[src/rtl/merge_pkg.sv]
// Shared types and helpers for the streaming merge-sort elements.
package merge_pkg;

  // Keys are compared zero-extended to this width, so any DATA_WIDTH up to it is supported.
  localparam int KEY_MAX_WIDTH = 32;

  typedef logic [KEY_MAX_WIDTH-1:0] key_t;

  typedef enum logic [1:0] {
    IDLE    = 2'd0,
    MERGE   = 2'd1,
    DRAIN_A = 2'd2,
    DRAIN_B = 2'd3
  } merge_state_e;

  // True when key a must leave before key b. Ties favour a, which keeps the merge stable.
  function automatic logic key_before(input key_t a, input key_t b, input logic desc);
    return desc ? (a >= b) : (a <= b);
  endfunction

endpackage

[src/rtl/merge_fifo.sv]
// Synchronous show-ahead FIFO used as the per-input buffer of the merge element.
// The head is visible whenever the FIFO is not empty, so a pop can be decided combinationally.
module merge_fifo #(
  parameter int WIDTH = 8,
  parameter int DEPTH = 4
) (
  input  logic                     clk,
  input  logic                     rst_n,
  input  logic                     flush_i,
  input  logic                     push_i,
  input  logic [WIDTH-1:0]         data_i,
  input  logic                     pop_i,
  output logic [WIDTH-1:0]         head_o,
  output logic                     full_o,
  output logic                     empty_o,
  output logic [$clog2(DEPTH):0]   count_o
);

  localparam int AW = $clog2(DEPTH);
  localparam logic [AW:0] PTR_ONE = (AW+1)'(1);

  logic [WIDTH-1:0] mem_q [DEPTH];
  logic [AW:0]      wrPtr_q, wrPtr_d;
  logic [AW:0]      rdPtr_q, rdPtr_d;
  logic             doPush;
  logic             doPop;

  // Pointers carry one extra wrap bit so full and empty are distinguishable.
  assign full_o  = (wrPtr_q[AW] != rdPtr_q[AW]) && (wrPtr_q[AW-1:0] == rdPtr_q[AW-1:0]);
  assign empty_o = (wrPtr_q == rdPtr_q);
  assign count_o = wrPtr_q - rdPtr_q;
  assign head_o  = mem_q[rdPtr_q[AW-1:0]];

  assign doPush = push_i && !full_o;
  assign doPop  = pop_i && !empty_o;

  // Next pointer values; push and pop in the same cycle both advance.
  always_comb begin
    wrPtr_d = wrPtr_q;
    rdPtr_d = rdPtr_q;
    if (doPush) wrPtr_d = wrPtr_q + PTR_ONE;
    if (doPop)  rdPtr_d = rdPtr_q + PTR_ONE;
  end

  // Pointer registers; flush empties the buffer and overrides any push or pop.
  always_ff @(posedge clk or negedge rst_n) begin
    if (!rst_n) begin
      wrPtr_q <= '0;
      rdPtr_q <= '0;
    end else if (flush_i) begin
      wrPtr_q <= '0;
      rdPtr_q <= '0;
    end else begin
      wrPtr_q <= wrPtr_d;
      rdPtr_q <= rdPtr_d;
    end
  end

  // Storage needs no reset: a slot is only ever read after it has been written.
  always_ff @(posedge clk) begin
    if (doPush && !flush_i) mem_q[wrPtr_q[AW-1:0]] <= data_i;
  end

endmodule

[src/rtl/merge_2to1_stream.sv]
// Streaming 2-to-1 merge element: two inputs each carry back-to-back sorted runs of RUN_LEN
// keys, the output carries one sorted run of 2*RUN_LEN keys per input run pair.
module merge_2to1_stream
  import merge_pkg::*;
#(
  parameter int DATA_WIDTH = 8,
  parameter int RUN_LEN    = 4,
  parameter int FIFO_DEPTH = 4,
  parameter bit DESCENDING = 1'b0
) (
  input  logic                  clk,
  input  logic                  rst_n,
  input  logic                  clear,
  input  logic [DATA_WIDTH-1:0] a_data,
  input  logic                  a_valid,
  output logic                  a_ready,
  input  logic [DATA_WIDTH-1:0] b_data,
  input  logic                  b_valid,
  output logic                  b_ready,
  output logic [DATA_WIDTH-1:0] out_data,
  output logic                  out_valid,
  input  logic                  out_ready,
  output logic                  out_last,
  output logic                  busy
);

  localparam int CW  = $clog2(RUN_LEN + 1);
  localparam int FCW = $clog2(FIFO_DEPTH) + 1;
  localparam logic [CW-1:0]  RUN_CNT  = CW'(RUN_LEN);
  localparam logic [CW-1:0]  CNT_ONE  = CW'(1);
  localparam logic [FCW-1:0] FIFO_ONE = FCW'(1);

  merge_state_e          state_q, state_d, effState;
  logic [CW-1:0]         cntA_q, cntA_d;
  logic [CW-1:0]         cntB_q, cntB_d;

  logic [DATA_WIDTH-1:0] headA, headB;
  logic                  fullA, fullB;
  logic                  emptyA, emptyB;
  logic [FCW-1:0]        countA, countB;
  logic                  pushA, pushB;
  logic                  popA, popB;
  logic                  lastPop;
  logic                  canLoad;
  logic                  aEmptyAfter, bEmptyAfter;
  logic [DATA_WIDTH-1:0] loadKey;

  logic [DATA_WIDTH-1:0] outData_q;
  logic                  outValid_q;
  logic                  outLast_q;

  assign pushA   = a_valid && !fullA;
  assign pushB   = b_valid && !fullB;
  assign a_ready = !fullA;
  assign b_ready = !fullB;

  // The output register may take a new key when it is empty or being drained this cycle.
  assign canLoad = !outValid_q || out_ready;

  merge_fifo #(
    .WIDTH (DATA_WIDTH),
    .DEPTH (FIFO_DEPTH)
  ) u_fifoA (
    .clk     (clk),
    .rst_n   (rst_n),
    .flush_i (clear),
    .push_i  (a_valid),
    .data_i  (a_data),
    .pop_i   (popA),
    .head_o  (headA),
    .full_o  (fullA),
    .empty_o (emptyA),
    .count_o (countA)
  );

  merge_fifo #(
    .WIDTH (DATA_WIDTH),
    .DEPTH (FIFO_DEPTH)
  ) u_fifoB (
    .clk     (clk),
    .rst_n   (rst_n),
    .flush_i (clear),
    .push_i  (b_valid),
    .data_i  (b_data),
    .pop_i   (popB),
    .head_o  (headB),
    .full_o  (fullB),
    .empty_o (emptyB),
    .count_o (countB)
  );

  // Head selection, pop decisions, run counting and next state. IDLE with buffered data
  // behaves as MERGE in the same cycle so a freshly arrived pair needs no extra bubble.
  always_comb begin
    effState = state_q;
    if ((state_q == IDLE) && (!emptyA || !emptyB)) effState = MERGE;

    state_d     = effState;
    cntA_d      = cntA_q;
    cntB_d      = cntB_q;
    popA        = 1'b0;
    popB        = 1'b0;
    lastPop     = 1'b0;
    loadKey     = headA;
    aEmptyAfter = 1'b0;
    bEmptyAfter = 1'b0;

    case (effState)
      MERGE: begin
        if (canLoad && !emptyA && !emptyB) begin
          if (key_before(key_t'(headA), key_t'(headB), DESCENDING)) begin
            popA   = 1'b1;
            cntA_d = cntA_q + CNT_ONE;
            if (cntA_d == RUN_CNT) state_d = DRAIN_B;
          end else begin
            popB    = 1'b1;
            loadKey = headB;
            cntB_d  = cntB_q + CNT_ONE;
            if (cntB_d == RUN_CNT) state_d = DRAIN_A;
          end
        end
      end
      DRAIN_A: begin
        if (canLoad && !emptyA) begin
          popA   = 1'b1;
          cntA_d = cntA_q + CNT_ONE;
          if (cntA_d == RUN_CNT) lastPop = 1'b1;
        end
      end
      DRAIN_B: begin
        if (canLoad && !emptyB) begin
          popB    = 1'b1;
          loadKey = headB;
          cntB_d  = cntB_q + CNT_ONE;
          if (cntB_d == RUN_CNT) lastPop = 1'b1;
        end
      end
      default: ;
    endcase

    aEmptyAfter = !pushA && (emptyA || (popA && (countA == FIFO_ONE)));
    bEmptyAfter = !pushB && (emptyB || (popB && (countB == FIFO_ONE)));

    if (lastPop) begin
      cntA_d  = '0;
      cntB_d  = '0;
      state_d = (aEmptyAfter && bEmptyAfter) ? IDLE : MERGE;
    end
  end

  // FSM state and per-run pop counters; clear behaves like reset.
  always_ff @(posedge clk or negedge rst_n) begin
    if (!rst_n) begin
      state_q <= IDLE;
      cntA_q  <= '0;
      cntB_q  <= '0;
    end else if (clear) begin
      state_q <= IDLE;
      cntA_q  <= '0;
      cntB_q  <= '0;
    end else begin
      state_q <= state_d;
      cntA_q  <= cntA_d;
      cntB_q  <= cntB_d;
    end
  end

  // Output register: loads on every pop, holds while stalled, empties once accepted.
  always_ff @(posedge clk or negedge rst_n) begin
    if (!rst_n) begin
      outData_q  <= '0;
      outValid_q <= 1'b0;
      outLast_q  <= 1'b0;
    end else if (clear) begin
      outData_q  <= '0;
      outValid_q <= 1'b0;
      outLast_q  <= 1'b0;
    end else if (popA || popB) begin
      outData_q  <= loadKey;
      outValid_q <= 1'b1;
      outLast_q  <= lastPop;
    end else if (out_ready) begin
      outValid_q <= 1'b0;
      outLast_q  <= 1'b0;
    end
  end

  assign out_data  = outData_q;
  assign out_valid = outValid_q;
  assign out_last  = outLast_q;
  assign busy      = (state_q != IDLE);

endmodule

[config.mk]
export PLATFORM = sky130hd
export DESIGN_NAME = merge_2to1_stream
export DESIGN_NICKNAME = d
export VERILOG_FILES = /design/src/rtl/merge_pkg.sv /design/src/rtl/merge_fifo.sv /design/src/rtl/merge_2to1_stream.sv
export SDC_FILE = /design/constraint.sdc
export NUM_CORES = 1
export LEC_CHECK = 0
export ABC_AREA = 1
export CORE_MARGIN = 3
export CORE_UTILIZATION = 40
export DETAILED_ROUTE_END_ITERATION = 8
export PLACE_DENSITY = 0.67
export SKIP_CTS_REPAIR_TIMING = 1
export SLEW_MARGIN = 0
export SYNTH_ARGS = -nofsm -noshare
export SYNTH_HDL_FRONTEND = slang
export SYNTH_HIERARCHICAL = 1
export SYNTH_SLANG_ARGS = --single-unit
[constraint.sdc]
create_clock -name clk -period 4.5 [get_ports clk]
set_input_delay 0.9 -clock clk [delete_from_list [all_inputs] [get_ports clk]]
set_output_delay 0.9 -clock clk [all_outputs]
set_load 0.05 [all_outputs]
==> flow_summary.toml <==
[yosys]
synthTopCellsByCount = "nand2_1, edfxtp_1, inv_1"
netlist_instances = 496
syn_area_sq_mm = 0.00488
synth_edf_count = 64
synth_top_family_by_area = "simple AND/OR/NAND/NOR gates"
synth-simple-area-share = 0.226
yosysUniqueCellTypes = 35
synth_compound_area_frac = 0.0759
yosysWarnings = 6
netlist_top_cells_area = "edfxtp_1, dfrtp_1, ha_1"
yosysSeqAreaShare = 0.548
ys_ff_latch = 94
ys_async_sr_fraction = 0.319
yosysTopAreaCell = "edfxtp_1"
ys.flop_type = "edfxtp_1"
synthAdderAreaFrac = 0.0749
synthXorXnorAreaFrac = 0.00718
postSynthAreaPerCell_sq_um = 9.84
muxShareOfSynthArea = 0
yosysTopAreaCellShare = 0.394
synth.most_common_cell = "nand2_1"
synthesis.nets = 546

[global_route]
use_met1 = 0.209
grt_overflow = 0
met3_usage = 0.0254
grt_usage = 0.157
grt_start_max_net_pins = 31
grt_antenna_before_repair = 0
busiest_layer = "met2"
met2_usage = 0.254
grt_pass1_wl_mm = 16.5
grt_pass1_vias = 3367

[flow_run]
maxCapViolations = 0

[power_and_ir_drop]
ir_worst_vdd_mv = 0.195
total_leakage_power_nw = 2.41
total_power_mw = 2.20
powerDensity_mw_per_mm2 = 394

[critical_path]
worstPathMaxFanout = 11
r2r-end = "out_data[3]"
end_kind = "output port"
cp-start-kind = "register"
required_ps = 3600
reg2reg_slack_ps = 1270
path_class = "register to output port"
arrival_ps = 2640
ff2ff_path_depth = 16
regToRegStartpoint = "u_fifoB/rdPtr_q[0]"

[layout]
syn2layout_area_growth_pct = 14.4
drive_gt1_frac = 0.0861
n_antenna_cell = 0
layout.nets = 579

[die]
dieArea_sq_mm = 0.0136
start_util = 0.418
die_h_um = 116
num_rows = 39
io_pins = 35
core_sq_mm = 0.0117
die-width_um = 116

[drt]
drt_wl_total_mm = 9.86
drt.antenna.violating_nets = 0
route.vias.total = 3515
vias_per_cell = 5.19
post_drt_wl_per_cell_um = 14.6
drt_iter0_drc = 233
drc_errors = 0
drtPass1Iterations = 5

[sta]
finalSetupViolCount = 0
worst_pin_slew_ps = 771
tns_ps = 0
maxSlewHeadroom = 0.484
rsz0062_at_grt = "false"
drv_slew = 0
fmax_mhz = 282
hold_viol = 0
fin_crit_sh = 0.787
fin_skew_ps = 5.85
fin_crit_ps = 3540

[hold_path]
whs_path_depth = 2
min-delay-start = "cntA_q[1]"
min_to = "cntA_q[1]"
holdCritPathClass = "register to register"

[clock_network]
cts_tree = "built"
clock_latency_ps = 340
path_clk_slew_ps = 60
cts_inserted_buffers = 9
clockBufferDepth = 2
htreeDepth = 3
clkSinkCount = 94
cts_root_buf = "clkbuf_16"

[placed_design]
dpl.hpwl_mm = 7.14
numPortBuffers = 34
gp_congestion = 0.873

[outcome]
run_status = "finished clean"
cell usage in the layout (no fill, tap or decap), drive strengths merged:
master,instances
or2,7
xnor2,2
clkdlybuf4s50,34
clkinv,3
nand2,91
a21oi,8
dfrtp,30
fa,2
o22ai,16
ha,26
inv,64
clkbuf,10
edfxtp,64
clkinvlp,3
buf,1
nand4,16
nor3b,2
o21a,1
o21ai,37
nor2,53
nand2b,1
a21o,1
xor2,2
o211ai,1
nand3,59
cell families (layout without fill, tap and decap cells):
group	Yosys count	in the layout
AOI/OAI and AO/OA	64	64
DFF	94	94
and+or+nand+nor	229	229
buffers and inverters	77	115
xor gates and xnor gates	4	4
adders and majority gates	28	28
through the flow:
step                area, sq um  utilization  hold WS, ps  worst slack [ps]  instances
floorplan                  4880            -          471              2040        496
global placement           5310        0.456          489              1330        661
detailed placement         5310        0.456          505              1300        661
CTS                        5580        0.478          521               917        677
global route               5580        0.478          539               805        677
finish                     5580        0.478          516               958        677
layout make-up:
type / instances / area, sq um
Clock inverter: 6 / 38.8
Fill cell: 1041 / 6080
Clock buffer: 10 / 229
Inverter: 64 / 240
Multi-Input combinational cell: 325 / 1870
Timing Repair Buffer: 35 / 348
Sequential cell: 94 / 2670
Tap cell: 143 / 179
where the power goes:
group	internal, mW	switching, mW	leakage (nW)	total, mW
Combinational	0.162	0.342	1.30	0.504
Clock	0.371	0.310	0.120	0.681
Sequential	0.972	0.0407	0.992	1.01
registers in the layout (all words and copies together), names as in the netlist:
register and cells:
u_fifoA/mem_q 32, u_fifoB/mem_q 32, out_data 8, cntA_q 3, cntB_q 3, u_fifoA/rdPtr_q 3
u_fifoA/wrPtr_q 3, u_fifoB/rdPtr_q 3, u_fifoB/wrPtr_q 3, state_q 2, out_last 1, out_valid 1
worst max-delay path, stage by stage (launching register included):
cell             delay, ps
dfrtp_1                530
inv_1                  270
ha_1                   350
nand2_1                 70
inv_1                   70
nand3_4                100
inv_1                   50
inv_1                   60
clkdlybuf4s50_1        790
worst max-delay path by stage:
| stage | from | endpoint | slack (ps) | cells after the start |
|---|---|---|---|---|
| floorplan | u_fifoB/rdPtr_q[0] | out_valid | 2040 | 19 |
| global placement | u_fifoB/rdPtr_q[1] | b_ready | 1330 | 8 |
| detailed placement | u_fifoB/rdPtr_q[0] | out_data[3] | 1300 | 16 |
| CTS | u_fifoB/rdPtr_q[1] | b_ready | 920 | 8 |
| global route | u_fifoB/rdPtr_q[1] | b_ready | 810 | 8 |
| finish | u_fifoB/rdPtr_q[1] | b_ready | 960 | 8 |
routing by layer:
metal,wire [um],part of all wire
met5,0,0
met4,235,0.024
met3,267,0.027
met2,4810,0.49
met1,4540,0.46
(Power assumes the default switching activity.)
